<file path="src/rtl/axi_pkg.sv">
// axi_pkg: AXI response codes, responder FSM state encodings and the address-window check
package axi_pkg;
  localparam logic [1:0] OKAY = 2'b00;
  localparam logic [1:0] SLVERR = 2'b10;
  typedef enum logic [1:0] {W_IDLE, W_DATA, W_RESP} w_state_e;
  typedef enum logic {R_IDLE, R_DATA} r_state_e;
  function automatic logic in_window(input logic [31:0] addr, input logic [31:0] base, input int depth);
    return addr >= base && ((addr - base) >> 2) < 32'(depth);
  endfunction
endpackage

</file>
<file path="src/rtl/axi_mem_responder_if.sv">
// axi_mem_responder_if: AXI write/read channel bundle with master and slave views
interface axi_mem_responder_if;
  logic [31:0] awaddr;
  logic [3:0] awlen;
  logic awvalid, awready;
  logic [31:0] wdata;
  logic wvalid, wlast, wready;
  logic [1:0] bresp;
  logic bvalid, bready;
  logic [31:0] araddr;
  logic [3:0] arlen;
  logic arvalid, arready;
  logic [31:0] rdata;
  logic [1:0] rresp;
  logic rlast, rvalid, rready;
  modport master (
    output awaddr, awlen, awvalid, wdata, wvalid, wlast, bready, araddr, arlen, arvalid, rready,
    input awready, wready, bresp, bvalid, arready, rdata, rresp, rlast, rvalid
  );
  modport slave (
    input awaddr, awlen, awvalid, wdata, wvalid, wlast, bready, araddr, arlen, arvalid, rready,
    output awready, wready, bresp, bvalid, arready, rdata, rresp, rlast, rvalid
  );
endinterface

</file>
<file path="src/rtl/axi_mem_regfile.sv">
// axi_mem_regfile: DEPTH x 32 storage, one synchronous write port, one registered read port, reset-clear
module axi_mem_regfile #(
  parameter int DEPTH = 16,
  localparam int AW = DEPTH > 1 ? $clog2(DEPTH) : 1
) (
  input  logic          aclk,
  input  logic          areset,
  input  logic          we,
  input  logic [AW-1:0] waddr,
  input  logic [31:0]   wdata,
  input  logic          re,
  input  logic          rok,
  input  logic [AW-1:0] raddr,
  output logic [31:0]   rdata
);
  logic [31:0] mem [DEPTH];
  always_ff @(posedge aclk or negedge areset) begin
    if (!areset) begin
      for (int i = 0; i < DEPTH; i++) mem[i] <= '0;
      rdata <= '0;
    end else begin
      if (we) mem[waddr] <= wdata;
      if (re) rdata <= rok ? mem[raddr] : '0;
    end
  end
endmodule

</file>
<file path="src/rtl/axi_mem_responder.sv">
// axi_mem_responder: AXI burst memory slave with independent write and read FSMs over a small regfile
module axi_mem_responder
  import axi_pkg::*;
#(
  parameter int          DEPTH = 16,
  parameter logic [31:0] BASE  = 32'h0000_0000
) (
  input logic aclk,
  input logic areset,
  axi_mem_responder_if.slave bus
);
  localparam int AW = DEPTH > 1 ? $clog2(DEPTH) : 1;
  w_state_e w_state;
  r_state_e r_state;
  logic [31:0] w_addr, r_addr, r_next;
  logic [3:0] w_len, w_cnt, r_len, r_cnt;
  logic w_err, w_hs, w_ok, w_bad, r_ok, r_re;
  assign w_hs = bus.wready && bus.wvalid;
  assign w_ok = in_window(w_addr, BASE, DEPTH);
  assign w_bad = !w_ok || (bus.wlast != (w_cnt == w_len));
  // the read port always looks one beat ahead so the next word is ready with no bubble
  assign r_next = r_state == R_IDLE ? bus.araddr & ~32'd3 : r_addr + 32'd4;
  assign r_ok = in_window(r_next, BASE, DEPTH);
  assign r_re = (bus.arready && bus.arvalid) || (bus.rvalid && bus.rready && !bus.rlast);
  axi_mem_regfile #(.DEPTH(DEPTH)) u_regfile (
    .aclk(aclk), .areset(areset),
    .we(w_hs && w_ok), .waddr(AW'((w_addr - BASE) >> 2)), .wdata(bus.wdata),
    .re(r_re), .rok(r_ok), .raddr(AW'((r_next - BASE) >> 2)), .rdata(bus.rdata)
  );
  always_ff @(posedge aclk or negedge areset) begin
    if (!areset) begin
      w_state <= W_IDLE;
      bus.awready <= 1'b0;
      bus.wready <= 1'b0;
      bus.bvalid <= 1'b0;
      bus.bresp <= OKAY;
      w_addr <= '0;
      w_len <= '0;
      w_cnt <= '0;
      w_err <= 1'b0;
    end else begin
      case (w_state)
        W_IDLE: if (bus.awready && bus.awvalid) begin
          w_state <= W_DATA;
          bus.awready <= 1'b0;
          bus.wready <= 1'b1;
          w_addr <= bus.awaddr & ~32'd3;
          w_len <= bus.awlen;
          w_cnt <= '0;
          w_err <= 1'b0;
        end else bus.awready <= 1'b1;
        W_DATA: if (w_hs) begin
          w_addr <= w_addr + 32'd4;
          w_cnt <= w_cnt + 4'd1;
          w_err <= w_err || w_bad;
          if (w_cnt == w_len) begin
            w_state <= W_RESP;
            bus.wready <= 1'b0;
            bus.bvalid <= 1'b1;
            bus.bresp <= (w_err || w_bad) ? SLVERR : OKAY;
          end
        end
        W_RESP: if (bus.bready) begin
          w_state <= W_IDLE;
          bus.bvalid <= 1'b0;
          bus.awready <= 1'b1;
        end
        default: w_state <= W_IDLE;
      endcase
    end
  end
  always_ff @(posedge aclk or negedge areset) begin
    if (!areset) begin
      r_state <= R_IDLE;
      bus.arready <= 1'b0;
      bus.rvalid <= 1'b0;
      bus.rlast <= 1'b0;
      bus.rresp <= OKAY;
      r_addr <= '0;
      r_len <= '0;
      r_cnt <= '0;
    end else begin
      case (r_state)
        R_IDLE: if (bus.arready && bus.arvalid) begin
          r_state <= R_DATA;
          bus.arready <= 1'b0;
          bus.rvalid <= 1'b1;
          bus.rlast <= bus.arlen == 4'd0;
          bus.rresp <= r_ok ? OKAY : SLVERR;
          r_addr <= r_next;
          r_len <= bus.arlen;
          r_cnt <= '0;
        end else bus.arready <= 1'b1;
        R_DATA: if (bus.rready) begin
          if (bus.rlast) begin
            r_state <= R_IDLE;
            bus.rvalid <= 1'b0;
            bus.rlast <= 1'b0;
            bus.arready <= 1'b1;
          end else begin
            r_addr <= r_next;
            r_cnt <= r_cnt + 4'd1;
            bus.rlast <= r_cnt + 4'd1 == r_len;
            bus.rresp <= r_ok ? OKAY : SLVERR;
          end
        end
        default: r_state <= R_IDLE;
      endcase
    end
  end
endmodule

</file>
<file path="src/flat_wrapper.sv">
// flat-port wrapper written by rule: the top's interface ports become plain ports
module axi_mem_responder_flat import axi_pkg::*;
#(
  parameter int          DEPTH = 16,
  parameter logic [31:0] BASE  = 32'h0000_0000
)
  (aclk, areset, bus_awaddr, bus_awlen, bus_awvalid, bus_wdata, bus_wvalid, bus_wlast, bus_bready, bus_araddr, bus_arlen, bus_arvalid, bus_rready, bus_awready, bus_wready, bus_bresp, bus_bvalid, bus_arready, bus_rdata, bus_rresp, bus_rlast, bus_rvalid);
  axi_mem_responder_if bus_i ();
  input logic aclk;
  input logic areset;
  input wire logic [$bits(bus_i.awaddr)-1:0] bus_awaddr;
  input wire logic [$bits(bus_i.awlen)-1:0] bus_awlen;
  input wire logic [$bits(bus_i.awvalid)-1:0] bus_awvalid;
  input wire logic [$bits(bus_i.wdata)-1:0] bus_wdata;
  input wire logic [$bits(bus_i.wvalid)-1:0] bus_wvalid;
  input wire logic [$bits(bus_i.wlast)-1:0] bus_wlast;
  input wire logic [$bits(bus_i.bready)-1:0] bus_bready;
  input wire logic [$bits(bus_i.araddr)-1:0] bus_araddr;
  input wire logic [$bits(bus_i.arlen)-1:0] bus_arlen;
  input wire logic [$bits(bus_i.arvalid)-1:0] bus_arvalid;
  input wire logic [$bits(bus_i.rready)-1:0] bus_rready;
  output wire logic [$bits(bus_i.awready)-1:0] bus_awready;
  output wire logic [$bits(bus_i.wready)-1:0] bus_wready;
  output wire logic [$bits(bus_i.bresp)-1:0] bus_bresp;
  output wire logic [$bits(bus_i.bvalid)-1:0] bus_bvalid;
  output wire logic [$bits(bus_i.arready)-1:0] bus_arready;
  output wire logic [$bits(bus_i.rdata)-1:0] bus_rdata;
  output wire logic [$bits(bus_i.rresp)-1:0] bus_rresp;
  output wire logic [$bits(bus_i.rlast)-1:0] bus_rlast;
  output wire logic [$bits(bus_i.rvalid)-1:0] bus_rvalid;
  assign bus_i.awaddr = bus_awaddr;
  assign bus_i.awlen = bus_awlen;
  assign bus_i.awvalid = bus_awvalid;
  assign bus_i.wdata = bus_wdata;
  assign bus_i.wvalid = bus_wvalid;
  assign bus_i.wlast = bus_wlast;
  assign bus_i.bready = bus_bready;
  assign bus_i.araddr = bus_araddr;
  assign bus_i.arlen = bus_arlen;
  assign bus_i.arvalid = bus_arvalid;
  assign bus_i.rready = bus_rready;
  assign bus_awready = bus_i.awready;
  assign bus_wready = bus_i.wready;
  assign bus_bresp = bus_i.bresp;
  assign bus_bvalid = bus_i.bvalid;
  assign bus_arready = bus_i.arready;
  assign bus_rdata = bus_i.rdata;
  assign bus_rresp = bus_i.rresp;
  assign bus_rlast = bus_i.rlast;
  assign bus_rvalid = bus_i.rvalid;
  axi_mem_responder #(.DEPTH(DEPTH), .BASE(BASE)) u_core (.aclk(aclk), .areset(areset), .bus(bus_i));
endmodule
</file>
<file path="config.mk">
export PLATFORM = sky130hd
export DESIGN_NAME = axi_mem_responder_flat
export DESIGN_NICKNAME = d
export VERILOG_FILES = /design/src/rtl/axi_pkg.sv /design/src/rtl/axi_mem_responder_if.sv /design/src/rtl/axi_mem_regfile.sv /design/src/rtl/axi_mem_responder.sv /design/src/flat_wrapper.sv
export SDC_FILE = /design/constraint.sdc
export NUM_CORES = 1
export LEC_CHECK = 0
export CAP_MARGIN = 20
export CORE_ASPECT_RATIO = 1.25
export CORE_MARGIN = 2
export CORE_UTILIZATION = 29
export DETAILED_ROUTE_END_ITERATION = 10
export PLACE_DENSITY = 0.43
export SYNTH_ARGS = -nofsm -noshare
export SYNTH_HDL_FRONTEND = slang
export SYNTH_SLANG_ARGS = --single-unit
</file>
<file path="constraint.sdc">
create_clock -name aclk -period 3.12 [get_ports aclk]
set_input_delay 0.468 -clock aclk [delete_from_list [all_inputs] [get_ports aclk]]
set_output_delay 0.468 -clock aclk [all_outputs]
set_load 0.05 [all_outputs]
</file>
==> metrics.csv <==
metric,value,unit
cp_max_fo,23,
drv_cap,0,
fin_skew,20.7,ps
fmax,0.330,GHz
start_util,0.292,
crit_path_end_kind,flip-flop,
dp.cells,3637,
crit_chain,"nand3_4, buf_4, or3_4, o41a_1, a221oi_2, o2111ai_1, or4_4, buf_12, o31ai_2",
grt_pass1_wl,134000,um
die_h,362,um
first_global_vias,21200,
slowest_stage,or4_4,
max_stage_delay,490,ps
wl_met2,44200,um
placed_area,0.0340,mm^2
gr-total-overflow,0,
synth-seq-cells,632,
tritoncts,built,
synth_area,0.0298,mm^2
final_util,0.359,
finalCriticalPeriod,3030,ps
hold_ws,321,ps
max_slew.worst_pin.slew,897,ps
power_density,728,mW/mm^2
grt_start_max_net_pins,117,
io_pins,154,
slew_headroom,0.402,
highest_layer,met5,
h-tree-depth,3,
drv_slew,0,
ant_nets,0,
cts-buffers-inserted,75,
area_growth,23.1,%
rows,131,
vias,19400,
min_path_type,primary input to async pin,
drt_iter0_drc,939,
fp.coreArea,0.102,mm^2
clk_pin_slew,60,ps
ys_types,65,
fin_crit_sh,0.972,
final_area,0.0366,mm^2
die_w,291,um
fin_nets,2504,
critPathKind,flip-flop to flip-flop,
p_leak,16.9,nW
met1_length,37400,um
synth_area_leader_cell,dfrtp_1,
netlist_instances,2192,
gr-usage-all-layers,0.168,
synth_ff_type,dfrtp_1,
synthTopCellsByCount,"dfrtp_1, mux2_2, mux4_2, clkbuf_1, nand2_1",
drive_gt1_frac,0.409,
clk_latency,620,ps
rr_worst_depth,9,
drt-total-wl,88000,um
routed-wl-met3,4530,um
syn_avg_cell_area,13.6,um^2
hpwl,51100,um
synth-async-reset-ratio,1.00,
portBuffers,147,
cts_buffer_depth,3,
yosys_warnings,0,
postCtsSetupRepairBufs,0,
status,completed,
yosys.area.top_type_share,0.531,
instances_no_fill,3774,
cts_root_buf,clkbuf_16,
finalHoldViolations,0,
synth_area_leaders,"dfrtp_1, mux2_2, mux4_2",
clock-sinks,632,
cp_data_required_time,3640,ps
gp_congestion,0.822,
drtPass1Iterations,5,
viasPerCell,5.15,
yosysSeqAreaShare,0.531,
synth_edf_count,0,
cp.arrival,3550,ps
finalSetupViolCount,0,
ir_drop,0.715,mV
die_area,0.105,mm^2
critPathLaunchType,flip-flop,
antenna_found_initial,4,
drc_errors,0,
wire_per_inst,23.3,um
yosysMostFrequentCell,dfrtp_1,
-- placed cells by master (no fill, tap or decap), drive strengths merged, types with 21 or more instances in the layout --
cell type	count
nand3	64
mux4	128
buf	146
nand2	104
clkdlybuf4s50	146
o31ai	35
nor2	60
mux2	517
dfrtp	632
clkbuf	108
o21ai	82
nor3	21
a22o	66
o22ai	27
a21oi	96
-- worst max-delay path: cells and delay by family (launching register included) --
family / cells / cell delay [ps]
DFF: 1 / 390
and+or+nand+nor: 3 / 1000
AOI/OAI and AO/OA: 4 / 1110
buffers and inverters: 2 / 380
-- layout make-up --
cell class                 count  area (um^2)
clock buffer                 108         2180
fill                        9820        65300
inverter                      12         45.0
multi-input combinational   1371        13400
clock inverter                27          354
tap                         1330         1660
antenna                        1         2.50
sequential                   632        15800
timing repair buffer         293         3140
-- registers in the layout, summed over array words and instances (netlist names), 2 cells and up --
signal                  cells
u_core.u_regfile.mem      512
u_core.u_regfile.rdata     32
u_core.r_addr              30
u_core.w_addr              30
u_core.r_cnt                4
u_core.r_len                4
u_core.w_cnt                4
u_core.w_len                4
u_core.w_state              2
-- through the flow --
step | total power, mW | worst slack, ps | setup TNS, ps
after floorplan | 13.9 | 294 | 0
after global placement | 17.8 | -401 | -12330
after detailed placement | 17.9 | -387 | -11450
after CTS | 27.1 | 0.403 | 0
after global routing | 28.1 | -16.9 | -55.4
final | 26.7 | 87.6 | 0
-- layer usage --
metal / track usage / up-vias
met5: 0 / -
met4: 0.0452 / 6
met3: 0.0361 / 114
met2: 0.293 / 443
met1: 0.210 / 10300
li1: - / 8606
-- worst paths after layout --
| path | start | endpoint | slack [ps] |
|---|---|---|---|
| worst min-delay path | areset | u_core.u_regfile.mem[142]$_DFFE_PN0P_ | 320 |
| max in group asynchronous | areset | u_core.u_regfile.mem[46]$_DFFE_PN0P_ | 1620 |
| min in group aclk | bus_arlen[1] | u_core.r_len[1]$_DFFE_PN0P_ | 420 |
| worst max register to register | u_core.r_addr[11]$_DFFE_PN0P_ | u_core.u_regfile.rdata[15]$_DFFE_PN0P_ | 90 |
| worst max-delay path | u_core.r_addr[11]$_DFFE_PN0P_ | u_core.u_regfile.rdata[15]$_DFFE_PN0P_ | 90 |
| worst min register to register | u_core.u_regfile.rdata[31]$_DFFE_PN0P_ | u_core.u_regfile.rdata[31]$_DFFE_PN0P_ | 480 |
-- cells by family (layout without fill, tap and decap cells) --
kind of cell / Yosys count / after routing / share of synthesized area
and+or+nand+nor: 332 / 332 / 0.0545
AOI/OAI and AO/OA: 349 / 349 / 0.0815
DFF: 632 / 632 / 0.531
muxes: 656 / 656 / 0.296
other: 1 / 3 / 0.000126
xor gates and xnor gates: 25 / 25 / 0.00736
buffers and inverters: 190 / 440 / 0.0261
adders and majority gates: 7 / 7 / 0.00294
-- report_power, final --
group | switching [mW] | internal, mW | total, mW
Combinational | 5.18 | 3.18 | 8.36
Clock | 3.51 | 5.51 | 9.02
Sequential | 0.571 | 8.74 | 9.31
Total | 9.25 | 17.4 | 26.7
-- repair_timing --
item	4_1_cts	5_1_grt
cloned	0	0
gates resized for setup	3	17
hold endpoints to repair	26	0
endpoints found under the setup margin	33	32
pin swaps	0	1
hold buffers	1	0
(Power assumes the default switching activity.)
